### src/rtl/spm_mmio_pkg.sv
// Shared constants for the SPM memory-mapped responder: register offsets
// within the 4-word window and bit positions inside the STATUS register.
// Latency: n/a (constants only). Backpressure: n/a.
package spm_mmio_pkg;

  // Register offsets (address - BASE_ADDR)
  localparam logic [1:0] TXDATA_OFS = 2'd0;
  localparam logic [1:0] STATUS_OFS = 2'd1;
  localparam logic [1:0] RXDATA_OFS = 2'd2;
  localparam logic [1:0] TIMER_OFS  = 2'd3;

  // STATUS bit indices
  localparam int TXF  = 0;  // TX FIFO full
  localparam int TXE  = 1;  // TX FIFO empty
  localparam int RXF  = 2;  // RX holding register full
  localparam int TEXP = 3;  // timer expired (sticky, W1C)
  localparam int OVF  = 4;  // TX push dropped (sticky, W1C)

endpackage

### src/rtl/spm_tx_fifo.sv
// Synchronous FIFO buffering processor TX writes toward the output stream.
// Latency: a pushed word is visible at head_dat the cycle after the push.
// Backpressure: push while full is dropped (drop=1) unless a pop happens the same cycle.
//
// Ports:
//   clk, rst        clock, async active-low reset
//   push, push_dat  enqueue request and data
//   pop             dequeue request (ignored when empty)
//   head_dat        oldest entry, 0 while empty
//   full, empty     occupancy flags
//   drop            push rejected this cycle (combinational)
module spm_tx_fifo #(
  parameter int WIDTH = 8,
  parameter int DEPTH = 4
) (
  input  logic             clk,
  input  logic             rst,
  input  logic             push,
  input  logic [WIDTH-1:0] push_dat,
  input  logic             pop,
  output logic [WIDTH-1:0] head_dat,
  output logic             full,
  output logic             empty,
  output logic             drop
);

  localparam int AW = $clog2(DEPTH);
  localparam logic [AW:0] FULL_CNT = (AW+1)'(DEPTH);

  logic [AW-1:0] wr_ptr_q, wr_ptr_d;
  logic [AW-1:0] rd_ptr_q, rd_ptr_d;
  logic [AW:0]   count_q, count_d;
  logic [WIDTH-1:0] mem [DEPTH];

  logic pop_ok;
  logic push_ok;

  assign full  = (count_q == FULL_CNT);
  assign empty = (count_q == '0);

  // When full, a simultaneous pop frees the slot being written; wr_ptr equals
  // rd_ptr in that case, and the old head is consumed on the same edge.
  assign pop_ok  = pop & ~empty;
  assign push_ok = push & (~full | pop_ok);
  assign drop    = push & ~push_ok;

  // Gate the head so the stream sees 0 rather than stale data when empty.
  assign head_dat = empty ? '0 : mem[rd_ptr_q];

  always_comb begin
    wr_ptr_d = wr_ptr_q;
    rd_ptr_d = rd_ptr_q;
    count_d  = count_q;
    // DEPTH is a power of 2, so pointer arithmetic wraps naturally.
    if (push_ok) wr_ptr_d = wr_ptr_q + 1'b1;
    if (pop_ok)  rd_ptr_d = rd_ptr_q + 1'b1;
    if (push_ok && !pop_ok)      count_d = count_q + 1'b1;
    else if (!push_ok && pop_ok) count_d = count_q - 1'b1;
  end

  always_ff @(posedge clk or negedge rst) begin
    if (!rst) begin
      wr_ptr_q <= '0;
      rd_ptr_q <= '0;
      count_q  <= '0;
    end else begin
      wr_ptr_q <= wr_ptr_d;
      rd_ptr_q <= rd_ptr_d;
      count_q  <= count_d;
    end
  end

  // Storage needs no reset: head_dat is masked while empty.
  always_ff @(posedge clk) begin
    if (push_ok) mem[wr_ptr_q] <= push_dat;
  end

endmodule

### src/rtl/spm_mmio_responder.sv
// MMIO responder beside the SPM memory: TX FIFO, STATUS, RX holding register, countdown timer.
// Latency: reads are combinational (zero-wait); writes take effect on the next clk edge; irq is registered.
// Backpressure: TX push dropped when full (sets ovf); rx_ready low while the RX holding register is full.
//
// Ports:
//   clk, rst                 clock, async active-low reset
//   address, data_in, write  processor memory-bus request
//   hit, data_out            window decode and read data (0 outside the window)
//   tx_data/tx_valid/tx_ready  output stream from the TX FIFO
//   rx_data/rx_valid/rx_ready  input stream into the RX holding register
//   irq                      registered timer_exp | rx_full
module spm_mmio_responder
  import spm_mmio_pkg::*;
#(
  parameter int                   WORD_SIZE = 8,
  parameter logic [WORD_SIZE-1:0] BASE_ADDR = 8'hF8,
  parameter int                   TX_DEPTH  = 4
) (
  input  logic                 clk,
  input  logic                 rst,
  input  logic [WORD_SIZE-1:0] address,
  input  logic [WORD_SIZE-1:0] data_in,
  input  logic                 write,
  output logic                 hit,
  output logic [WORD_SIZE-1:0] data_out,
  output logic [WORD_SIZE-1:0] tx_data,
  output logic                 tx_valid,
  input  logic                 tx_ready,
  input  logic [WORD_SIZE-1:0] rx_data,
  input  logic                 rx_valid,
  output logic                 rx_ready,
  output logic                 irq
);

  localparam logic [WORD_SIZE-1:0] ONE = WORD_SIZE'(1);

  logic [1:0] ofs;
  logic       wr_en;
  logic       tx_push, sts_wr, rx_pop, timer_ld;
  logic       tx_full, tx_empty, tx_drop;
  logic       rx_cap;
  logic       texp_set;

  logic                 rx_full_q,   rx_full_d;
  logic [WORD_SIZE-1:0] rxbuf_q,     rxbuf_d;
  logic [WORD_SIZE-1:0] timer_q,     timer_d;
  logic                 timer_exp_q, timer_exp_d;
  logic                 ovf_q,       ovf_d;
  logic                 irq_q,       irq_d;
  logic [WORD_SIZE-1:0] status;

  // BASE_ADDR is 4-aligned, so the window is matched on the upper bits alone.
  assign hit   = (address[WORD_SIZE-1:2] == BASE_ADDR[WORD_SIZE-1:2]);
  assign ofs   = address[1:0];
  assign wr_en = write & hit;

  assign tx_push  = wr_en & (ofs == TXDATA_OFS);
  assign sts_wr   = wr_en & (ofs == STATUS_OFS);
  assign rx_pop   = wr_en & (ofs == RXDATA_OFS);
  assign timer_ld = wr_en & (ofs == TIMER_OFS);

  assign tx_valid = ~tx_empty;
  assign rx_ready = ~rx_full_q;
  assign rx_cap   = rx_valid & rx_ready;
  assign irq      = irq_q;

  spm_tx_fifo #(
    .WIDTH (WORD_SIZE),
    .DEPTH (TX_DEPTH)
  ) u_tx_fifo (
    .clk      (clk),
    .rst      (rst),
    .push     (tx_push),
    .push_dat (data_in),
    .pop      (tx_ready),
    .head_dat (tx_data),
    .full     (tx_full),
    .empty    (tx_empty),
    .drop     (tx_drop)
  );

  // A load pre-empts the decrement, so a load while at 1 never expires.
  assign texp_set = ~timer_ld & (timer_q == ONE);

  always_comb begin
    rx_full_d   = rx_full_q;
    rxbuf_d     = rxbuf_q;
    timer_d     = timer_q;
    timer_exp_d = timer_exp_q;
    ovf_d       = ovf_q;

    // Capture and pop are exclusive: capture needs rx_full=0, and a pop while
    // empty is a no-op.
    if (rx_cap) begin
      rxbuf_d   = rx_data;
      rx_full_d = 1'b1;
    end else if (rx_pop) begin
      rx_full_d = 1'b0;
    end

    if (timer_ld)             timer_d = data_in;
    else if (timer_q != '0)   timer_d = timer_q - ONE;

    // Sticky bits: set beats W1C clear.
    if (texp_set)                  timer_exp_d = 1'b1;
    else if (sts_wr && data_in[TEXP]) timer_exp_d = 1'b0;

    if (tx_drop)                   ovf_d = 1'b1;
    else if (sts_wr && data_in[OVF])  ovf_d = 1'b0;

    irq_d = timer_exp_d | rx_full_d;
  end

  always_ff @(posedge clk or negedge rst) begin
    if (!rst) begin
      rx_full_q   <= 1'b0;
      rxbuf_q     <= '0;
      timer_q     <= '0;
      timer_exp_q <= 1'b0;
      ovf_q       <= 1'b0;
      irq_q       <= 1'b0;
    end else begin
      rx_full_q   <= rx_full_d;
      rxbuf_q     <= rxbuf_d;
      timer_q     <= timer_d;
      timer_exp_q <= timer_exp_d;
      ovf_q       <= ovf_d;
      irq_q       <= irq_d;
    end
  end

  always_comb begin
    status       = '0;
    status[TXF]  = tx_full;
    status[TXE]  = tx_empty;
    status[RXF]  = rx_full_q;
    status[TEXP] = timer_exp_q;
    status[OVF]  = ovf_q;
  end

  always_comb begin
    data_out = '0;
    if (hit) begin
      case (ofs)
        STATUS_OFS: data_out = status;
        RXDATA_OFS: data_out = rxbuf_q;
        TIMER_OFS:  data_out = timer_q;
        default:    data_out = '0;  // TXDATA is write-only
      endcase
    end
  end

endmodule
### config.mk
export PLATFORM = sky130hd
export DESIGN_NAME = spm_mmio_responder
export DESIGN_NICKNAME = d
export VERILOG_FILES = /design/src/rtl/spm_mmio_pkg.sv /design/src/rtl/spm_tx_fifo.sv /design/src/rtl/spm_mmio_responder.sv
export SDC_FILE = /design/constraint.sdc
export NUM_CORES = 1
export LEC_CHECK = 0
export BUFFER_PORTS_ARGS = -buffer_cell sky130_fd_sc_hd__buf_2
export CAP_MARGIN = 40
export CORE_MARGIN = 5
export CORE_UTILIZATION = 60
export CTS_CLUSTER_DIAMETER = 200
export DETAILED_ROUTE_END_ITERATION = 8
export MAX_ROUTING_LAYER = met4
export PLACE_DENSITY = 0.87
export SLEW_MARGIN = 25
export SYNTH_ARGS = -nofsm -noshare
export SYNTH_HDL_FRONTEND = slang
export SYNTH_SLANG_ARGS = --single-unit
### constraint.sdc
create_clock -name clk -period 5.8 [get_ports clk]
set_clock_uncertainty 0.15 [all_clocks]
set_input_delay 1.45 -clock clk [delete_from_list [all_inputs] [get_ports clk]]
set_output_delay 1.45 -clock clk [all_outputs]
set_load 0.01 [all_outputs]
# Word-level counts from Yosys, hierarchy flattened
# Memories as Yosys holds them, arrays and structs flattened.
# Index checks and enable logic that the tools add are counted.
dict set report word_totals {
  ff_bits 27
  mem_bits_rw 32
  in_bits 29
  output_inout_bits 20
  memories 1
}
# memory words word_bits read_ports rd_ports_with_merged_regs wr line_no
set mem_list {}
lappend mem_list {u_tx_fifo.mem 4 8 1 0 1 spm_tx_fifo.sv:33} ;# logic [WIDTH-1:0] mem [DEPTH];
dict set report classes {
  n_addsub 5
  n_eq_ne 6
  muxes 15
  bitwise 17
  n_reduce_logical 12
}
# operator n
set op_table {}
lappend op_table {{$mux 8} 4}
lappend op_table {{$pmux 8 s3} 1}
lappend op_table {{$and 1x1->1} 10}
lappend op_table {{$eq 8x1->1 const B} 1}
lappend op_table {{$mux 1} 8}
lappend op_table {{$reduce_bool 8->1} 1}
lappend op_table {{$sub 8x1->8 const B} 1}
lappend op_table {{$eq 6x6->1 const B} 1}
lappend op_table {{$mux 3} 2}
lappend op_table {{$reduce_bool 2->1} 3}
lappend op_table {{$not 1->1} 5}
lappend op_table {{$add 2x1->2 const B} 2}
lappend op_table {{$eq 2x2->1 const B} 2}
lappend op_table {{$logic_and 1x1->1} 4}
lappend op_table {{$add 3x1->3 const B} 1}
lappend op_table {{$eq 3x3->1 const B} 1}
lappend op_table {{$logic_not 3->1} 1}
lappend op_table {{$sub 3x1->3 const B} 1}
lappend op_table {{$eq 2x1->1 const B} 1}
lappend op_table {{$logic_not 1->1} 2}
lappend op_table {{$logic_not 2->1} 1}
lappend op_table {{$or 1x1->1} 2}

# Depth between registers and ports, before layout
dict set report depth {
  ltp_word 9
  ltp_mapped 9
  mapped_depth_nobuf 9
}

# Hierarchy
# From an unflattened synthesis, not the netlist that was laid out.
dict set report unflattened {
  hier_cells 210
  area_unflattened_um2 2850.2
}
# module instances cells_each area_per_inst_um2 seq_area_each_um2
set by_module_without_submodules {}
lappend by_module_without_submodules {spm_tx_fifo 1 88 1640.3 1136.1}
lappend by_module_without_submodules {spm_mmio_responder 1 122 1209.9 500.5}

# Worst setup path after synthesis
# OpenSTA, ideal clock, no wires.
dict set report synth_path {
  path_kind {input-to-output}
  from {input address[2]}
  to {output data_out[5]}
  arrival_ps 2414
  required_ps 4200
  slack_ps 1786
  cell_stages 6
  path_cell_list {nand4b_4 > or2_1 > clkbuf_1 > inv_1 > nand2_1 > nor2_1}
}
dict set report synth_via {
  elab_chain_cells 2
}
# element line_no
set synth_rtl {}
lappend synth_rtl {{start: declaration} spm_mmio_responder.sv:21} ;# input logic [WORD_SIZE-1:0] address,
lappend synth_rtl {{$eq 6x6->1} spm_mmio_responder.sv:53} ;# assign hit = (address[WORD_SIZE-1:2] == BASE_ADDR[WORD_SIZE-1:2]);
lappend synth_rtl {{named net hit} spm_mmio_responder.sv:24} ;# output logic hit,
lappend synth_rtl {{$mux 8} spm_mmio_responder.sv:143} ;# if (hit) begin
lappend synth_rtl {{end: declaration} spm_mmio_responder.sv:25} ;# output logic [WORD_SIZE-1:0] data_out,
# The timed path passes the listed nets, and every way through them passes these cells.

# Worst setup path in the final report
dict set report layout_path {
  from {input address[2]}
  to {output data_out[5]}
}
dict set report layout_via {
  elab_chain_cells 2
}
# element line_no
set layout_rtl {}
lappend layout_rtl {{$eq 6x6->1} spm_mmio_responder.sv:53}
lappend layout_rtl {{$mux 8} spm_mmio_responder.sv:143}
# Every way passes these cells.

==> reports/results.ini <==
[pwr]
peakVddDrop_mv=0.1977
p_sw_uw=422.4
pwr-share-clk_pct=30.5
finalPower_uw=1371
power_frac_comb_pct=26.5
p_leak_uw=0.001370
p_int_uw=948.9
swShare_pct=30.80
p_seq_share_pct=43.0
power_density_nw_per_um2=411.1

[cts]
cts_resized=0
cts_made_buffers=9
cts_setup_buffers=0
path_clk_slew_ps=70
insertion_delay_ps=340
cts_sinks=59
cts_hold_buf=0
cts_max_path_buffers=2
cts_tree=yes
cts-root-buf=clkbuf_8
h-tree-depth=3

[yosys]
synth.cell_area_um2=2835
synth-seq-cells=59
ys_async_sr_fraction_pct=45.76
ys_types=38
synth_top_cell_by_area=edfxtp_1
ys_warn_count=0
yosys.area.top_type_share_pct=33.89
syn_area_per_cell_um2=13.57
synth_edf_count=32
syn_inst=209
ys_top_cells_by_area=edfxtp_1 34%, dfrtp_1 24%, mux4_2 6.4%
synth_nets=246
synth-seq-area-share_pct=57.72
synth_ff_type=edfxtp_1

[setup_path]
cp.required_ps=4200
crit_path_end_kind=primary output
worst-setup-path-type=input port to primary output
cp.arrival_ps=2510
crit_fanout=7
crit_path_start_kind=input port
r2r_cells=8

[timing]
tightest_slew_ps=721.4
max_freq_ghz=0.2432
min_period_over_period_pct=70.90
fin_tns_setup_ps=0
max_slew_margin_pct=51.81
hold_violations=0
slew_violations=0
period_minus_slack_ps=4112
setup_viol=0
rsz0062_at_grt=no

[detailed_routing]
ant_nets=0
num_vias=1776
vias_per_cell=5.567
wl_per_cell_um=16.24
finalWirelength_um=5179
firstDrtPassIters=4
drt-initial-drc-count=95
drc=0

[cells_and_area]
mostFrequentLayoutCells=48 x buf_2, 32 x edfxtp_1, 27 x dfrtp_1
layout-drive-gt1-share_pct=35.85
nFillCells=315
fin_nets=297
final_common_cell=buf_2
final_cells=319
synthToLayoutAreaGrowth_pct=17.65
design_area_um2=3336
diodes=0

[floorplanning]
die_w_um=78.74
rows=25
dieArea_um2=6200
initial_utilization_pct=60.83
core_area_um2=4661
ioPinCount=49
die_y_um=78.74

[global_routing]
grt-ovfl-total=0
grt_max_degree=28
grt_pass1_wl_um=9114
antenna_found_initial=0
first_global_vias=1849
grtUsageTotal_pct=20.12

[placed_design]
dp.final_hpwl_um=3679
dp_cells=302
globalplace.congestion=0.8781
portBuffers=48
post_dp_cell_area_um2=3104

[hold_path]
min_path_type=flop to flop
min_path_cells=1

[run]
drv_cap=0

[status]
outcome=finished clean

==> cell usage after synthesis (2+ instances only) <==
master and count:
clkbuf_1 5, mux2i_1 5, a21oi_1 3, nand3_1 3, dfrtp_1 27, nor2_1 14, a22oi_1 5, xor2_1 3
or2_1 2, buf_2 4, nand2_1 14, mux2_2 14, nor2b_1 5, nor3_2 3, edfxtp_1 32, and2_1 12
inv_1 9, o21ai_0 8, o31ai_1 3, nand4b_4 2, xnor2_1 6, mux4_2 8, ha_1 7
==> power by group through the flow <==
stage	Combinational (uW)	Sequential [uW]	Clock, uW
2_1_floorplan	305	550	0
3_3_place_gp	354	595	0
3_5_place_dp	368	597	0
4_1_cts	367	591	427
5_1_grt	415	603	452
6_report	363	589	419
==> metal layers <==
| metal | up-vias | wire length, um | track usage, % | part of all wire [%] |
|---|---|---|---|---|
| li1 | 854 | - | - | - |
| met1 | 862 | 2392 | 25.97 | 46 |
| met2 | 55 | 2411 | 30.65 | 47 |
| met3 | 5 | 331 | 6.463 | 6.4 |
| met4 | 0 | 43 | 6.294 | 0.83 |
| met5 | - | 0 | - | 0 |
==> layout make-up <==
class                      count  area (um2)  area share [%]
tap                           54       67.56           2.026
timing repair buffer          49       247.7           7.427
sequential                    59        1637           49.06
inverter                       9       33.78           1.013
multi-input combinational    132        1126           33.76
clock inverter                 7       100.1           3.001
clock buffer                   9       123.9           3.713
==> final timing paths <==
| path | from | to | slack [ps] |
|---|---|---|---|
| setup / recovery | address[2] | data_out[5] | 1690 |
| hold / removal | u_tx_fifo.count_q[2] | u_tx_fifo.count_q[2] | 340 |
| setup reg to reg | u_tx_fifo.count_q[2] | u_tx_fifo.count_q[2] | 3410 |
| hold reg to reg | u_tx_fifo.count_q[2] | u_tx_fifo.count_q[2] | 340 |
| max in group asynchronous | rst | u_tx_fifo.count_q[2] | 4120 |
| min in group asynchronous | rst | timer_q[5] | 970 |
==> through the flow <==
stage	hold WS [ps]	utilization, %	setup slack (ps)
after floorplan	297.6	-	1786
after global placement	317.1	66.60	1716
after detailed placement	320.1	66.60	1689
after CTS	334.5	71.41	1681
after global routing	366.7	71.57	1592
final	335.2	71.57	1688
==> worst max-delay path: stages <==
cell and delay, ps:
buf_2 100, nand4b_4 180, or2_1 340, inv_1 100, nand2_1 90, nor2_1 110, buf_2 130
==> state kept, by name (all words and copies together), names as in the netlist <==
signal              count
irq                     1
ovf_q                   1
rx_full_q               1
rxbuf_q                 8
timer_exp_q             1
timer_q                 8
u_tx_fifo.count_q       3
u_tx_fifo.mem          32
u_tx_fifo.rd_ptr_q      2
u_tx_fifo.wr_ptr_q      2
==> kinds of logic after synthesis <==
kind of cell,Yosys count,share of synthesized area [%]
and+or+nand+nor,64,13.81
DFF,59,57.72
muxes,28,14.21
AOI/OAI and AO/OA,23,5.119
buffers and inverters,18,2.560
xor gates and xnor gates,9,2.780
adders and majority gates,8,3.795
Power figures use the tool's default switching activity.
